## src/rtl/maxpool2d.sv

```systemverilog
// Streaming 2x2 / stride-2 signed max-pooling stage.
// Consumes raster-ordered samples over valid/ready and emits one maximum per
// non-overlapping 2x2 window. A half-width line buffer carries the horizontal
// pair maxima of each even row until the matching odd row arrives.
module maxpool2d #(
  parameter int LineWidthPx = 158,
  parameter int LineCountPx = 118,
  parameter int Width       = 32
) (
  input  logic                    clk_i,
  input  logic                    rst_i,
  input  logic                    valid_i,
  output logic                    ready_o,
  input  logic signed [Width-1:0] data_i,
  output logic                    valid_o,
  input  logic                    ready_i,
  output logic signed [Width-1:0] data_o
);

  localparam int XW     = (LineWidthPx > 1) ? $clog2(LineWidthPx) : 1;
  localparam int YW     = (LineCountPx > 1) ? $clog2(LineCountPx) : 1;
  localparam int HalfW  = LineWidthPx / 2;
  localparam int RbAw   = (HalfW > 1) ? $clog2(HalfW) : 1;
  localparam int WEven  = HalfW * 2;
  localparam int HEven  = (LineCountPx / 2) * 2;

  typedef logic signed [Width-1:0] sample_t;

  logic [XW-1:0] x_q, x_d;
  logic [YW-1:0] y_q, y_d;
  sample_t       hold_q, hold_d;
  sample_t       data_q, data_d;
  logic          valid_q, valid_d;

  sample_t       rowbuf_q [HalfW];

  logic            in_fire;
  logic            x_last, y_last;
  logic            col_ok, row_ok;
  logic            odd_x, odd_y;
  logic            rb_we, produce;
  logic [RbAw-1:0] rb_idx;
  sample_t         rb_rd, pair_max, result;

  // The output stage can take a new result whenever it is empty or draining.
  assign ready_o = ~valid_q | ready_i;
  assign valid_o = valid_q;
  assign data_o  = data_q;

  // Position tracking, horizontal/vertical max and the elastic output register.
  always_comb begin
    // NOTE: every signal gets a default first so no path leaves it unassigned,
    // which would otherwise infer a latch.
    x_d      = x_q;
    y_d      = y_q;
    hold_d   = hold_q;
    valid_d  = valid_q;
    data_d   = data_q;

    in_fire  = valid_i & ready_o;
    x_last   = (x_q == XW'(LineWidthPx - 1));
    y_last   = (y_q == YW'(LineCountPx - 1));
    col_ok   = (int'(x_q) < WEven);
    row_ok   = (int'(y_q) < HEven);
    odd_x    = x_q[0];
    odd_y    = y_q[0];
    rb_idx   = RbAw'(x_q >> 1);
    rb_rd    = rowbuf_q[rb_idx];
    pair_max = (data_i > hold_q) ? data_i : hold_q;
    result   = (rb_rd > pair_max) ? rb_rd : pair_max;
    rb_we    = in_fire & odd_x & col_ok & ~odd_y & row_ok;
    produce  = in_fire & odd_x & col_ok &  odd_y & row_ok;

    if (in_fire) begin
      if (x_last) begin
        x_d = '0;
        y_d = y_last ? '0 : y_q + YW'(1);
      end else begin
        x_d = x_q + XW'(1);
      end
      if (~odd_x && col_ok) hold_d = data_i;
    end

    if (ready_o) begin
      valid_d = produce;
      if (produce) data_d = result;
    end
  end

  // Control and data flops; all reset asynchronously.
  always_ff @(posedge clk_i or posedge rst_i) begin
    // NOTE: sequential state uses non-blocking assignments so every flop
    // samples the pre-edge values regardless of statement order.
    if (rst_i) begin
      x_q     <= '0;
      y_q     <= '0;
      hold_q  <= '0;
      valid_q <= 1'b0;
      data_q  <= '0;
    end else begin
      x_q     <= x_d;
      y_q     <= y_d;
      hold_q  <= hold_d;
      valid_q <= valid_d;
      data_q  <= data_d;
    end
  end

  // Line buffer of even-row pair maxima.
  always_ff @(posedge clk_i) begin
    // NOTE: the line buffer is deliberately not reset; each entry is written
    // in an even row before the odd row reads it, and leaving it reset-free
    // lets it map onto plain RAM.
    if (rb_we) rowbuf_q[rb_idx] <= pair_max;
  end

endmodule

```

## config.mk

```make
export PLATFORM = sky130hd
export DESIGN_NAME = maxpool2d
export DESIGN_NICKNAME = d
export VERILOG_FILES = /design/src/rtl/maxpool2d.sv
export SDC_FILE = /design/constraint.sdc
export NUM_CORES = 2
export LEC_CHECK = 0
export ABC_AREA = 1
export CAP_MARGIN = 30
export CORE_ASPECT_RATIO = 0.5
export CORE_MARGIN = 1
export CORE_UTILIZATION = 45
export DETAILED_ROUTE_END_ITERATION = 16
export PLACE_DENSITY = 0.65
export SLEW_MARGIN = 30
export SYNTH_ARGS = -nofsm -noshare
export SYNTH_HDL_FRONTEND = slang
export SYNTH_SLANG_ARGS = --single-unit
```

## constraint.sdc

```tcl
create_clock -name clk_i -period 7.8 [get_ports clk_i]
set_input_delay 1.95 -clock clk_i [delete_from_list [all_inputs] [get_ports clk_i]]
set_output_delay 1.95 -clock clk_i [all_outputs]
set_load 0.05 [all_outputs]
```

Word-level counts from Yosys, hierarchy flattened
Memory sizes are Yosys's and may differ from the RTL's.
Cells that the tools add are included.
{ "word_totals": {"mem_count": 1, "latchBits": 0, "mem_bits_rw": 2528, "output_inout_bits": 34, "inputBits": 36, "wordCells": 35, "rom_bits": 0, "register_bits": 80} }
{ "op_classes": {"eq_ne": 2, "order_cmp": 4, "multipliers": 0, "bitwise": 11, "mux": 6, "add_sub_neg": 2, "shifts": 0, "reduce_logical": 4, "div_mod_pow": 0} }
{ "mem_list": {"columns": ["name", "depth", "width", "read_ports", "rd_ports_with_merged_regs", "write_ports", "line", "source"], "rows": [
  ["rowbuf_q", 79, 32, 1, 0, 1, "35", "sample_t rowbuf_q [HalfW];"]
]} }
{ "ops": {"columns": ["cell", "count"], "rows": [
  ["$gt A32 B32 Y1", 2],
  ["$mux W32", 2],
  ["$add A8 B1 Y8 const B", 1],
  ["$eq A8 B8 Y1 const B", 1],
  ["$lt A8 B8 Y1 const B", 1],
  ["$mux W8", 1],
  ["$add A7 B1 Y7 const B", 1],
  ["$and A1 B1 Y1", 7],
  ["$eq A7 B7 Y1 const B", 1],
  ["$lt A7 B7 Y1 const B", 1],
  ["$mux W7", 1],
  ["$reduce_and A2 Y1", 3],
  ["$not A1 Y1", 3],
  ["$mux W1", 2],
  ["$logic_and A1 B1 Y1", 1],
  ["$or A1 B1 Y1", 1]
]} }

Longest topological paths before layout
{ "logic_depth": {"ltp_word": 9, "ltp_mapped": 38, "depth_no_buf": 36} }

Least setup slack after synthesis
OpenSTA, ideal clock, no wires.
{ "synth_timing": {"path_kind": "in2reg", "from": "in data_i[31]", "to": "reg data_q[0], in the netlist data_o[0]", "cell_stages": 23, "arrival_ps": 6010, "setup_ps": 118, "path_buffers": 2, "slack_ps": 1672, "required_time_ps": 7682, "cell_sequence": "ha_1 > nand2_1 > nor2_1 > nand2_1 > nor2_1 > nand2_1 > nand3_1 > clkbuf_1 > nand4_1 > nand2_1 > inv_1 > ha_1 > nand2_1 > nor3_1 > and3_1 > nand2_1 > nand3_1 > nand2_1 > nand2_1 > clkbuf_1 > nand3_1 > nand2_1 > nand2_1"} }
{ "synth_between": {"elab_chain_cells": 4} }
{ "synth_lines": {"columns": ["element", "line", "source"], "rows": [
  ["start, declared", "14", "input logic signed [Width-1:0] data_i,"],
  ["$gt A32 B32 Y1", "69", "pair_max = (data_i > hold_q) ? data_i : hold_q;"],
  ["$mux W32", "69", null],
  ["net pair_max[30]", "43", "sample_t rb_rd, pair_max, result;"],
  ["$gt A32 B32 Y1", "70", "result = (rb_rd > pair_max) ? rb_rd : pair_max;"],
  ["$mux W32", "70", null],
  ["end signal, assigned", "105", "data_q <= data_d;"],
  ["end, declared", "32", "sample_t data_q, data_d;"]
]} }
The timed path passes the listed nets, and every way through them passes these cells.
A chain may end at the register's enable or synchronous reset.

Worst setup path after layout
{ "layout_timing": {"from": "reg x_q[1]", "to": "reg data_q[26], in the netlist data_o[26]"} }
{ "layout_between": {"elab_chain_cells": 5, "word_cells_on_any_way": 8, "classes_between": "order compare: 2; mux: 1; bitwise: 3; reduce/logical: 1; memory: 1"} }
{ "layout_lines": {"columns": ["element", "line", "source"], "rows": [
  ["start, declared", "29", "logic [XW-1:0] x_q, x_d;"],
  ["start signal, assigned", "95", "x_q <= '0;"],
  ["start signal, assigned", "101", "x_q <= x_d;"],
  ["parallel branches: the longest is 5 deep, another holds $mem_v2 Z79 W32", null, null]
]} }
Several ways; the timed one is not identified.

==> impl_metrics.ini <==
[run_status]
outcome = complete, no violations

[global_routing]
antenna_found_initial = 15
overflow = 0
grt_max_degree = 169
grt.total_usage = 0.261
grt_pass1_wl_um = 476000
grt_pass1_vias = 70600

[synthesis]
synth-seq-cells = 2608
synth-compound-area-share = 0.0128
synth_ff_type = edfxtp_1
synthMuxAreaShare = 0
synth.avg_cell_area_sq_um = 10.5
ys_types = 41
yosys.area.top_type_share = 0.691
synth_top_family_by_area = simple AND/OR/NAND/NOR gates
synth-simple-area-share = 0.242
synth_fp_nets = 10600
seq_area_frac_synth = 0.709
ys_async_sr_fraction = 0.0307
yosysTopAreaCell = edfxtp_1
syn-cell-area_sq_um = 110000
yosysWarnings = 0
synth-xor-area-share = 0.0000797
netlist_instances = 10500
synth_edf_count = 2528
synth_adder_area_share = 0.00774
ys_top_cells_by_area = edfxtp_1, nand2_1, dfrtp_1

[clock_tree]
numClockSinks = 2608
ctsResizeCount = 0
cts-buffers-inserted = 235
postCtsHoldBufs = 0
insertion_delay_ns = 0.90
cts_root_buf = clkbuf_16
cts.path.max_buffers = 4
cts_tree = done
clkTransAtPathRegs_ns = 0.07
h-tree-depth = 4
cts_setup_buffers = 0

[routing]
routedWlPerCell_um = 23.6
drt_first_pass_iters = 6
drt-initial-drc-count = 10300
drc = 0
routed_wirelength_um = 328000
vias_per_cell = 5.44
num_vias = 75800
ant_nets = 0

[die]
fp-row-count = 127
die_h_um = 351
start_util = 0.456
die_w_um = 701
core_sq_um = 241000
boundaryPins = 70
dieArea_sq_um = 246000

[placement]
gp_congestion = 0.911
hpwl_um = 185000
port_buffers = 69
dp_slack_ns = 1.03

[setup_path]
cp.arrival_ns = 7.04
r2r_start = x_q[1]
cpPeakStageDelay_ns = 0.87
crit_top_cell = nand2_1
endpoint_kind = flip-flop
rr_worst_depth = 25
r2r_end = data_o[26]
crit_end = data_o[26]
critPathTopFamily = simple AND/OR/NAND/NOR gates
path_buf_inv = 5
startpoint = x_q[1]
slowest_stage = inv_2
cp.required_ns = 8.62
path_max_fanout = 79
crit_type = reg -> reg
critPathLaunchType = flip-flop
crit_cells = 25
rrSetupSlack_ns = 1.57

[sta]
period_share = 0.798
fmax_mhz = 161
final_max_slew_viol_count = 0
tightest_slew_ns = 1.06
setup_ws_ns = 1.57
timing.final.crit_period_ns = 6.23
fin_setup_tns_ns = 0
rsz0062_at_grt = no
finalHoldViolCount = 0
maxSlewHeadroom = 0.291
setup_viol_count_final = 0
fin_skew_ns = 0.0541

[cells_and_area]
drive_above_1_share = 0.0639
fillers = 21000
layout_common_cells = nand2_1, edfxtp_1, clkbuf_16
layout_commonest_cell = nand2_1
synthToLayoutAreaGrowth_pct = 11.3
nets = 10600

[hold_path]
holdCritPathClass = reg -> reg

[power_and_ir_drop]
p_per_area_nw_per_um2 = 439
vdd_ir_drop_max_mv = 0.464
p_leak_nw = 49.3

[run]
maxCapViolCount = 0
[registers in the layout, indices dropped and copies added, names as in the netlist]
signal / count
rowbuf_q: 2528
data_o: 32
hold_q: 32
x_q: 8
y_q: 7
valid_o: 1
[cells in the mapped netlist, types with 4 or more instances]
cell and count:
buf_1 32, buf_6 11, a21oi_1 130, o21a_1 4
a211oi_1 13, buf_2 293, nand4_1 119, o21ai_1 49
nand3b_1 13, nor2_1 306, nand3_2 4, inv_1 135
nand2_2 9, inv_2 12, a22oi_1 9, nand3_1 143
nand2_1 6290, dfrtp_1 80, o21ai_0 42, edfxtp_1 2528
clkbuf_1 138, ha_1 68, nor3_1 12, buf_4 50
[cell type report]
type                            count  area (sq um)  area share
Antenna cell                        6          15.0    0.000123
Clock buffer                      301          6190      0.0506
Clock inverter                    110          1090     0.00893
Inverter                          148           581     0.00475
Multi-Input combinational cell   7236         29700       0.243
Sequential cell                  2608         77900       0.637
Tap cell                         3225          4040      0.0330
Timing Repair Buffer              293          2780      0.0227
[worst reg2reg max path, stage by stage, from the launching register on]
cell and delay, ns:
dfrtp_4 0.76, inv_8 0.67, nand3_2 0.65, inv_2 0.88, buf_12 0.32, nand2_1 0.07, nand4_1 0.22, nand3_1 0.18
nand3_1 0.31, ha_1 0.30, nand2_1 0.06, inv_1 0.05, nand2_1 0.06, a21oi_1 0.05, nor2_1 0.20, nand2_1 0.11
nand2_1 0.09, nand2_1 0.05, nand2_1 0.06, nand2_1 0.06, nand2_2 0.40, buf_12 0.31, nor2_1 0.10, nor2_1 0.09
nand2_1 0.08, nand2_1 0.06
[metal layers]
| layer | vias up | wire [um] | global-route usage |
|---|---|---|---|
| met5 | - | 41 | 0 |
| met4 | 6 | 11500 | 0.0857 |
| met3 | 549 | 36400 | 0.0621 |
| met2 | 3928 | 146000 | 0.400 |
| met1 | 36700 | 134000 | 0.369 |
| li1 | 34600 | - | - |
[where the power goes]
group          switching [mW]  internal [mW]
Clock                    5.16           6.30
Combinational            17.9           4.62
Sequential              0.337           19.4
[worst min-delay path by stage]
stage | slack (ns) | start | endpoint | cells past startpoint
floorplan | 0.48 | hold_q[0] | hold_q[0] | 2
global placement | 0.47 | data_o[1] | data_o[1] | 2
detailed placement | 0.48 | data_o[14] | data_o[14] | 2
CTS | 0.50 | data_o[5] | data_o[5] | 2
global route | 0.54 | data_o[8] | data_o[8] | 2
finish | 0.49 | data_o[5] | data_o[5] | 2
[per-stage QoR]
stage               total power, mW  utilization  hold WS, ns  std cells  cell area, sq um
floorplan                      32.5            -        0.479      10500            110000
global placement               41.8        0.476        0.474      13500            115000
detailed placement             42.0        0.477        0.479      13500            115000
CTS                            53.4        0.507        0.498      13900            122000
global route                   55.9        0.507        0.536      13900            122000
finish                         53.7        0.507        0.492      13900            122000
[kinds of logic (layout without fill, tap and decap cells)]
family | count (synthesis) | after routing
and+or+nand+nor | 6906 | 6906
DFF | 2608 | 2608
buffers and inverters | 672 | 852
AOI/OAI and AO/OA | 261 | 261
adders and majority gates | 68 | 68
xor gates and xnor gates | 1 | 1
other | 0 | 6
No activity file was read; power rests on OpenSTA's default activity.
